## src/rtl/alu_pkg.sv

```systemverilog
// alu_pkg: shared ALU function codes, MIPS-style opcode/funct constants and
// the decoded control bundle (with its bubble value). The decoder, the
// ID/EX operand stage, the ALU and the EX/MEM stage all use these.
package alu_pkg;

    // ALU function codes. Bit 3 selects "invert operand 2 + carry-in",
    // which is why SUB is ADD with the top bit set.
    localparam logic [3:0] ALU_AND  = 4'b0000;
    localparam logic [3:0] ALU_OR   = 4'b0001;
    localparam logic [3:0] ALU_XOR  = 4'b0010;
    localparam logic [3:0] ALU_XNOR = 4'b0011;
    localparam logic [3:0] ALU_ADD  = 4'b0100;
    localparam logic [3:0] ALU_SUB  = 4'b1100;
    localparam logic [3:0] ALU_SLT  = 4'b0101;

    // Opcodes
    localparam logic [5:0] OP_RTYPE = 6'h00;
    localparam logic [5:0] OP_BEQ   = 6'h04;
    localparam logic [5:0] OP_ADDI  = 6'h08;
    localparam logic [5:0] OP_SLTI  = 6'h0A;
    localparam logic [5:0] OP_ANDI  = 6'h0C;
    localparam logic [5:0] OP_ORI   = 6'h0D;
    localparam logic [5:0] OP_XORI  = 6'h0E;
    localparam logic [5:0] OP_LW    = 6'h23;
    localparam logic [5:0] OP_SW    = 6'h2B;

    // R-type funct
    localparam logic [5:0] FN_ADD  = 6'h20;
    localparam logic [5:0] FN_SUB  = 6'h22;
    localparam logic [5:0] FN_AND  = 6'h24;
    localparam logic [5:0] FN_OR   = 6'h25;
    localparam logic [5:0] FN_XOR  = 6'h26;
    localparam logic [5:0] FN_XNOR = 6'h27;
    localparam logic [5:0] FN_SLT  = 6'h2A;

    // Destination select
    localparam logic DEST_RT = 1'b0;
    localparam logic DEST_RD = 1'b1;

    // Decoded control for one instruction.
    typedef struct packed {
        logic [3:0] alu_func;
        logic       imm_sext;   // 1: sign-extend immediate, 0: zero-extend
        logic       uses_imm;   // In2 comes from the immediate
        logic       uses_rt;    // instruction reads rt (load-use check)
        logic       dest_sel;   // DEST_RT / DEST_RD
        logic       reg_write;
        logic       mem_read;
        logic       mem_write;
        logic       illegal;
    } ctrl_t;

    // Control value of an empty pipeline slot.
    localparam ctrl_t CTRL_BUBBLE = '{
        alu_func:  ALU_AND,
        imm_sext:  1'b0,
        uses_imm:  1'b0,
        uses_rt:   1'b0,
        dest_sel:  DEST_RT,
        reg_write: 1'b0,
        mem_read:  1'b0,
        mem_write: 1'b0,
        illegal:   1'b0
    };

endpackage

```

## src/rtl/alu_ctrl_decode.sv

```systemverilog
// alu_ctrl_decode: combinational opcode/funct decoder feeding the ID/EX
// register.
//   opcode_i  instruction opcode
//   funct_i   R-type funct field
//   ctrl_o    decoded control bundle (ALU function, immediate handling,
//             rt usage, destination select, enables, illegal flag)
module alu_ctrl_decode
    import alu_pkg::*;
(
    input  logic [5:0] opcode_i,
    input  logic [5:0] funct_i,
    output ctrl_t      ctrl_o
);

    always_comb begin
        // Undecodable default: ADD, no side effects, flagged illegal.
        ctrl_o           = CTRL_BUBBLE;
        ctrl_o.alu_func  = ALU_ADD;
        ctrl_o.illegal   = 1'b1;

        unique case (opcode_i)
            OP_RTYPE: begin
                // R-type always reads rt, even if the funct turns out illegal.
                ctrl_o.uses_rt  = 1'b1;
                ctrl_o.dest_sel = DEST_RD;
                ctrl_o.illegal  = 1'b0;
                ctrl_o.reg_write = 1'b1;
                unique case (funct_i)
                    FN_ADD:  ctrl_o.alu_func = ALU_ADD;
                    FN_SUB:  ctrl_o.alu_func = ALU_SUB;
                    FN_AND:  ctrl_o.alu_func = ALU_AND;
                    FN_OR:   ctrl_o.alu_func = ALU_OR;
                    FN_XOR:  ctrl_o.alu_func = ALU_XOR;
                    FN_XNOR: ctrl_o.alu_func = ALU_XNOR;
                    FN_SLT:  ctrl_o.alu_func = ALU_SLT;
                    default: begin
                        ctrl_o.alu_func  = ALU_ADD;
                        ctrl_o.reg_write = 1'b0;
                        ctrl_o.illegal   = 1'b1;
                    end
                endcase
            end
            OP_ADDI, OP_SLTI, OP_ANDI, OP_ORI, OP_XORI: begin
                ctrl_o.illegal   = 1'b0;
                ctrl_o.uses_imm  = 1'b1;
                ctrl_o.reg_write = 1'b1;
                ctrl_o.imm_sext  = (opcode_i == OP_ADDI) || (opcode_i == OP_SLTI);
                unique case (opcode_i)
                    OP_ADDI: ctrl_o.alu_func = ALU_ADD;
                    OP_SLTI: ctrl_o.alu_func = ALU_SLT;
                    OP_ANDI: ctrl_o.alu_func = ALU_AND;
                    OP_ORI:  ctrl_o.alu_func = ALU_OR;
                    default: ctrl_o.alu_func = ALU_XOR;
                endcase
            end
            OP_LW: begin
                ctrl_o.illegal   = 1'b0;
                ctrl_o.uses_imm  = 1'b1;
                ctrl_o.imm_sext  = 1'b1;
                ctrl_o.reg_write = 1'b1;
                ctrl_o.mem_read  = 1'b1;
            end
            OP_SW: begin
                // Address from the immediate; rt is the store data.
                ctrl_o.illegal   = 1'b0;
                ctrl_o.uses_imm  = 1'b1;
                ctrl_o.imm_sext  = 1'b1;
                ctrl_o.uses_rt   = 1'b1;
                ctrl_o.mem_write = 1'b1;
            end
            OP_BEQ: begin
                // Compare rs - rt; no immediate on the ALU path.
                ctrl_o.illegal  = 1'b0;
                ctrl_o.alu_func = ALU_SUB;
                ctrl_o.uses_rt  = 1'b1;
            end
            default: ;
        endcase
    end

endmodule

```

## src/rtl/id_ex_operand_stage.sv

```systemverilog
// id_ex_operand_stage: ID/EX pipeline register directly feeding a purely
// combinational ALU. Decodes on the ID side, registers the instruction and
// register-file operands, then applies EX/MEM and MEM/WB forwarding on the
// registered indices to produce In1/In2. Detects load-use hazards and
// inserts a bubble.
//   clk, rst                 clock, async active-high reset
//   stall_i / flush_i        hold register / load bubble (flush wins)
//   id_*                     decoded-slot inputs from ID
//   exmem_* / memwb_*        forwarding sources
//   In1, In2, ALU_Func       ALU operands and function
//   ex_*                     EX-slot control for later stages
//   load_use_stall_o         request IF/ID hold
module id_ex_operand_stage
    import alu_pkg::*;
#(
    parameter int DATA_W = 32,
    parameter int IDX_W  = 5
) (
    input  logic              clk,
    input  logic              rst,
    input  logic              stall_i,
    input  logic              flush_i,
    input  logic              id_valid_i,
    input  logic [5:0]        id_opcode_i,
    input  logic [5:0]        id_funct_i,
    input  logic [IDX_W-1:0]  id_rs_idx_i,
    input  logic [IDX_W-1:0]  id_rt_idx_i,
    input  logic [IDX_W-1:0]  id_rd_idx_i,
    input  logic [15:0]       id_imm_i,
    input  logic [DATA_W-1:0] id_rs_data_i,
    input  logic [DATA_W-1:0] id_rt_data_i,
    input  logic              exmem_reg_write_i,
    input  logic [IDX_W-1:0]  exmem_rd_i,
    input  logic [DATA_W-1:0] exmem_result_i,
    input  logic              memwb_reg_write_i,
    input  logic [IDX_W-1:0]  memwb_rd_i,
    input  logic [DATA_W-1:0] memwb_result_i,
    output logic [DATA_W-1:0] In1,
    output logic [DATA_W-1:0] In2,
    output logic [3:0]        ALU_Func,
    output logic              ex_valid_o,
    output logic [IDX_W-1:0]  ex_dest_o,
    output logic              ex_reg_write_o,
    output logic              ex_mem_read_o,
    output logic              ex_mem_write_o,
    output logic [DATA_W-1:0] ex_store_data_o,
    output logic              ex_illegal_o,
    output logic              load_use_stall_o
);

    // Contents of the EX slot. The immediate is kept raw and extended after
    // the register so a bubble really is all zeros.
    typedef struct packed {
        logic              valid;
        logic [3:0]        alu_func;
        logic              imm_sext;
        logic              uses_imm;
        logic [IDX_W-1:0]  dest;
        logic              reg_write;
        logic              mem_read;
        logic              mem_write;
        logic              illegal;
        logic [IDX_W-1:0]  rs_idx;
        logic [IDX_W-1:0]  rt_idx;
        logic [DATA_W-1:0] rs_data;
        logic [DATA_W-1:0] rt_data;
        logic [15:0]       imm;
    } ex_slot_t;

    ctrl_t    id_ctrl;
    ex_slot_t bubble;
    ex_slot_t id_slot;
    ex_slot_t slot_d, slot_q;

    alu_ctrl_decode u_dec (
        .opcode_i (id_opcode_i),
        .funct_i  (id_funct_i),
        .ctrl_o   (id_ctrl)
    );

    always_comb begin
        bubble          = '0;
        bubble.alu_func = CTRL_BUBBLE.alu_func;

        id_slot           = '0;
        id_slot.valid     = 1'b1;
        id_slot.alu_func  = id_ctrl.alu_func;
        id_slot.imm_sext  = id_ctrl.imm_sext;
        id_slot.uses_imm  = id_ctrl.uses_imm;
        id_slot.dest      = (id_ctrl.dest_sel == DEST_RD) ? id_rd_idx_i : id_rt_idx_i;
        id_slot.reg_write = id_ctrl.reg_write;
        id_slot.mem_read  = id_ctrl.mem_read;
        id_slot.mem_write = id_ctrl.mem_write;
        id_slot.illegal   = id_ctrl.illegal;
        id_slot.rs_idx    = id_rs_idx_i;
        id_slot.rt_idx    = id_rt_idx_i;
        id_slot.rs_data   = id_rs_data_i;
        id_slot.rt_data   = id_rt_data_i;
        id_slot.imm       = id_imm_i;
    end

    // Load-use: the load in EX has not produced its data yet, so a consumer
    // in ID must wait one cycle. Index 0 is never a real dependency.
    always_comb begin
        load_use_stall_o = slot_q.valid && slot_q.mem_read &&
                           (slot_q.dest != '0) && id_valid_i &&
                           ((id_rs_idx_i == slot_q.dest) ||
                            (id_ctrl.uses_rt && (id_rt_idx_i == slot_q.dest)));
    end

    always_comb begin
        slot_d = slot_q;
        if (flush_i)
            slot_d = bubble;
        else if (stall_i)
            slot_d = slot_q;
        else if (load_use_stall_o || !id_valid_i)
            slot_d = bubble;
        else
            slot_d = id_slot;
    end

    always_ff @(posedge clk or posedge rst) begin
        if (rst)
            slot_q <= '0;
        else
            slot_q <= slot_d;
    end

    // EX/MEM beats MEM/WB; r0 never forwards.
    function automatic logic [DATA_W-1:0] fwd(input logic [IDX_W-1:0]  idx,
                                              input logic [DATA_W-1:0] reg_val);
        if (exmem_reg_write_i && (exmem_rd_i != '0) && (exmem_rd_i == idx))
            return exmem_result_i;
        else if (memwb_reg_write_i && (memwb_rd_i != '0) && (memwb_rd_i == idx))
            return memwb_result_i;
        else
            return reg_val;
    endfunction

    logic [DATA_W-1:0] rs_fwd, rt_fwd, imm_ext;

    always_comb begin
        rs_fwd  = fwd(slot_q.rs_idx, slot_q.rs_data);
        rt_fwd  = fwd(slot_q.rt_idx, slot_q.rt_data);
        imm_ext = {{(DATA_W-16){slot_q.imm_sext & slot_q.imm[15]}}, slot_q.imm};
    end

    assign In1             = rs_fwd;
    assign In2             = slot_q.uses_imm ? imm_ext : rt_fwd;
    assign ALU_Func        = slot_q.alu_func;
    assign ex_valid_o      = slot_q.valid;
    assign ex_dest_o       = slot_q.dest;
    assign ex_reg_write_o  = slot_q.reg_write;
    assign ex_mem_read_o   = slot_q.mem_read;
    assign ex_mem_write_o  = slot_q.mem_write;
    assign ex_store_data_o = rt_fwd;
    assign ex_illegal_o    = slot_q.illegal;

endmodule

```

## config.mk

```make
export PLATFORM = sky130hd
export DESIGN_NAME = id_ex_operand_stage
export DESIGN_NICKNAME = d
export VERILOG_FILES = /design/src/rtl/alu_pkg.sv /design/src/rtl/alu_ctrl_decode.sv /design/src/rtl/id_ex_operand_stage.sv
export SDC_FILE = /design/constraint.sdc
export NUM_CORES = 1
export LEC_CHECK = 0
export BUFFER_PORTS_ARGS = -buffer_cell sky130_fd_sc_hd__buf_4
export CORE_UTILIZATION = 50
export DETAILED_ROUTE_END_ITERATION = 16
export PLACE_DENSITY = 0.86
export SYNTH_ARGS = -nofsm -noshare
export SYNTH_HDL_FRONTEND = slang
export SYNTH_SLANG_ARGS = --single-unit
```

## constraint.sdc

```tcl
create_clock -name clk -period 9.6 [get_ports clk]
set_input_delay 1.92 -clock clk [delete_from_list [all_inputs] [get_ports clk]]
set_output_delay 1.92 -clock clk [all_outputs]
set_load 0.02 [all_outputs]
```

==> results.yml <==
synth:
  ys_types: 47
  synth_seq_area_share_pct: 40.7
  synth-edff-count: 0
  synth_area_leader_cell: "dfrtp_1"
  synth.top_cells.by_count: "106 x dfrtp_1, 99 x a22o_1, 66 x nor2_1"
  synth_cells: 681
  postSynthAreaPerCell_um2: 9.56
  async_reset_ff_share_pct: 100
  yosysTopAreaCellShare_pct: 40.7
  yosysWarnings: 0
  synthSimpleGateAreaFrac_pct: 13.1
  synth.area.top_cells: "dfrtp_1 41%, a22o_1 13%, mux2i_1 7.4%"
  synth_top_family_by_area: "compound AO/OA/AOI/OAI gates"
  synthFlopType: "dfrtp_1"
  synth-xor-area-share_pct: 4.03
  netlist_area_um2: 6510
  synth.area.mux_share_pct: 8.24
  yosysMostFrequentCell: "dfrtp_1"
  synth_compound_area_share_pct: 26.7
  postSynthNetCount: 869
  ys_seq_elements: 106
  synth_fa_ha_area_share_pct: 0.154
clocking:
  clk_pin_slew_ns: 0.06
  insertion_delay_ns: 0.35
  ctsHoldBuffers: 0
  post_cts_resized: 0
  cts_setup_buffers: 0
  htreeDepth: 3
  cts_root_buffer: "clkbuf_16"
  clk_path_buf_depth: 2
  cts_buffers: 9
  cts_tree: "built"
  clock-sinks: 106
place:
  port_buffers: 298
  gp_congestion: 0.922
  dp_slack_ns: 2.80
  dp_hpwl_um: 15800
timing:
  clock_skew_ns: 0.00395
  worstMarginPinSlew_ns: 1.23
  layout_setup_ws_ns: 2.80
  rsz0062_at_grt: "false"
  final.period_utilization_pct: 70.8
  fmax_mhz: 147
  min_period_ns: 6.80
  drv_slew: 0
  tns_ns: 0
  slew_headroom_pct: 17.8
  setup_viol: 0
  hold_viol_final: 0
setup_path:
  path_buf_inv: 2
  cp_slowest_stage_delay_ns: 1.14
  worstPathArrival_ns: 4.88
  crit_slowest_cell: "and4_2"
  reg2reg_to: "ALU_Func[1]"
  critical_path.endpoint: "In1[1]"
  start_kind: "input port"
  critPathKind: "in2out"
  required_ns: 7.68
  worstSetupEndpointType: "output port"
  startpoint: "memwb_rd_i[1]"
  cpLargestDelayFamily: "simple AND/OR/NAND/NOR gates"
  crit_fanout: 32
  cp_num_cells: 7
  timing.rr.start: "ex_dest_o[4]"
  crit_chain: "buf_4 > or4_1 > o21a_1 > and4_2 > mux2i_1 > o21ai_0 > buf_4"
  cp_common_cell: "buf_4"
  reg2reg_slack_ns: 7.33
  reg2reg_depth: 5
route:
  drtAntennaViolNets: 0
  drcViolationCount: 0
  num_vias: 6484
  firstDrtPassIters: 5
  via_per_inst: 5.90
  wirelength_um: 21900
  wl_per_cell_um: 19.9
  first_iter_violations: 566
floorplanning:
  die_h_um: 116
  core-area_um2: 12700
  die_area_um2: 13500
  start_util_pct: 51.4
  num_rows: 41
  io_pins: 299
  dieWidth_um: 116
final_layout:
  diodes: 0
  drive_above_1_share_pct: 37.0
  area_growth_pct: 37.2
  final_nets: 1111
global_route:
  grt_pass1_wl_um: 32700
  grt_max_degree: 103
  antenna_found_initial: 0
  grtUsageTotal_pct: 32.2
  grt_pass1_vias: 6003
  overflow: 0
worst_hold_path:
  worstHoldPathType: "reg2reg"
pwr:
  leakagePower_nw: 4.37
  vdd_drop_max_mv: 0.0886
  powerDensity_nw_per_um2: 124
run:
  max_cap_violations: 0
outcome:
  status: "complete, no violations"
power by group:
group,internal (mW),switching (mW),leakage (nW)
registers,0.462,0.0141,1.45
logic,0.120,0.129,2.77
clock network,0.222,0.159,0.152
total,0.804,0.303,4.37
cell type report:
type,instances,area (um^2)
Clock buffer,13,270
Clock inverter,2,35.0
Fill cell,978,3740
Inverter,18,70.1
Multi-Input combinational cell,486,3420
Sequential cell,106,2650
Tap cell,172,215
Timing Repair Buffer,302,2270
layout by cell type, fill, tap and decap left out, drive strengths merged, types with 2 or more instances in the layout:
master	instances
nor2	67
mux2i	48
xnor2	6
or4	2
o21ai	39
mux2	5
a22o	99
nand2	42
and4	2
inv	18
a32o	2
a221oi	32
buf	302
nand3	9
o21a	3
a21oi	24
nand2b	4
dfrtp	106
nor3b	2
o31ai	16
and3	19
clkbuf	13
nor4	2
nor2b	4
xor2	24
nor3	22
sequential cells by signal, summed over array words and instances, names as in the netlist:
register,cells
ALU_Func,4
ex_dest_o,5
ex_illegal_o,1
ex_mem_read_o,1
ex_mem_write_o,1
ex_reg_write_o,1
ex_valid_o,1
imm_ext,16
slot_q,76
tightest hold or removal path, cell delays in order, from the launching register on:
cell     delay, ns
dfrtp_1       0.35
nand2_1       0.05
o21ai_0       0.06
worst min-delay path by stage:
stage,startpoint,end,slack (ns),depth (start not counted)
2_1_floorplan,slot_q[100],slot_q[100],0.45,2
3_3_place_gp,slot_q[23],slot_q[23],0.49,1
3_5_place_dp,ex_mem_write_o,ex_mem_write_o,0.49,2
4_1_cts,ex_mem_write_o,ex_mem_write_o,0.50,2
5_1_grt,slot_q[61],slot_q[61],0.52,1
6_report,slot_q[100],slot_q[100],0.50,2
routing by layer:
layer	vias up	track usage [%]	part of all wire, %
met5	-	0	0
met4	0	14.1	4.0
met3	58	7.58	8.0
met2	315	50.8	47
met1	3102	42.5	41
li1	3009	-	-
through the flow:
| stage | std cells | hold WS (ns) | area, um^2 | power, mW | util [%] |
|---|---|---|---|---|---|
| floorplan | 681 | 0.451 | 6510 | 0.603 | - |
| global placement | 1084 | 0.487 | 8630 | 0.729 | 68.1 |
| detailed placement | 1084 | 0.487 | 8630 | 0.732 | 68.1 |
| CTS | 1099 | 0.504 | 8930 | 1.11 | 70.5 |
| global route | 1099 | 0.515 | 8930 | 1.15 | 70.5 |
| finish | 1099 | 0.497 | 8930 | 1.11 | 70.5 |
kinds of logic (layout without fill, tap and decap cells):
| family | Yosys count | count (layout) |
|---|---|---|
| compound gates | 221 | 221 |
| mux | 53 | 53 |
| simple gates | 181 | 181 |
| fa+ha+maj | 1 | 1 |
| buf+inv | 89 | 335 |
| flops | 106 | 106 |
| xor+xnor | 30 | 30 |
Note: power is estimated with default switching activity, not from simulation.
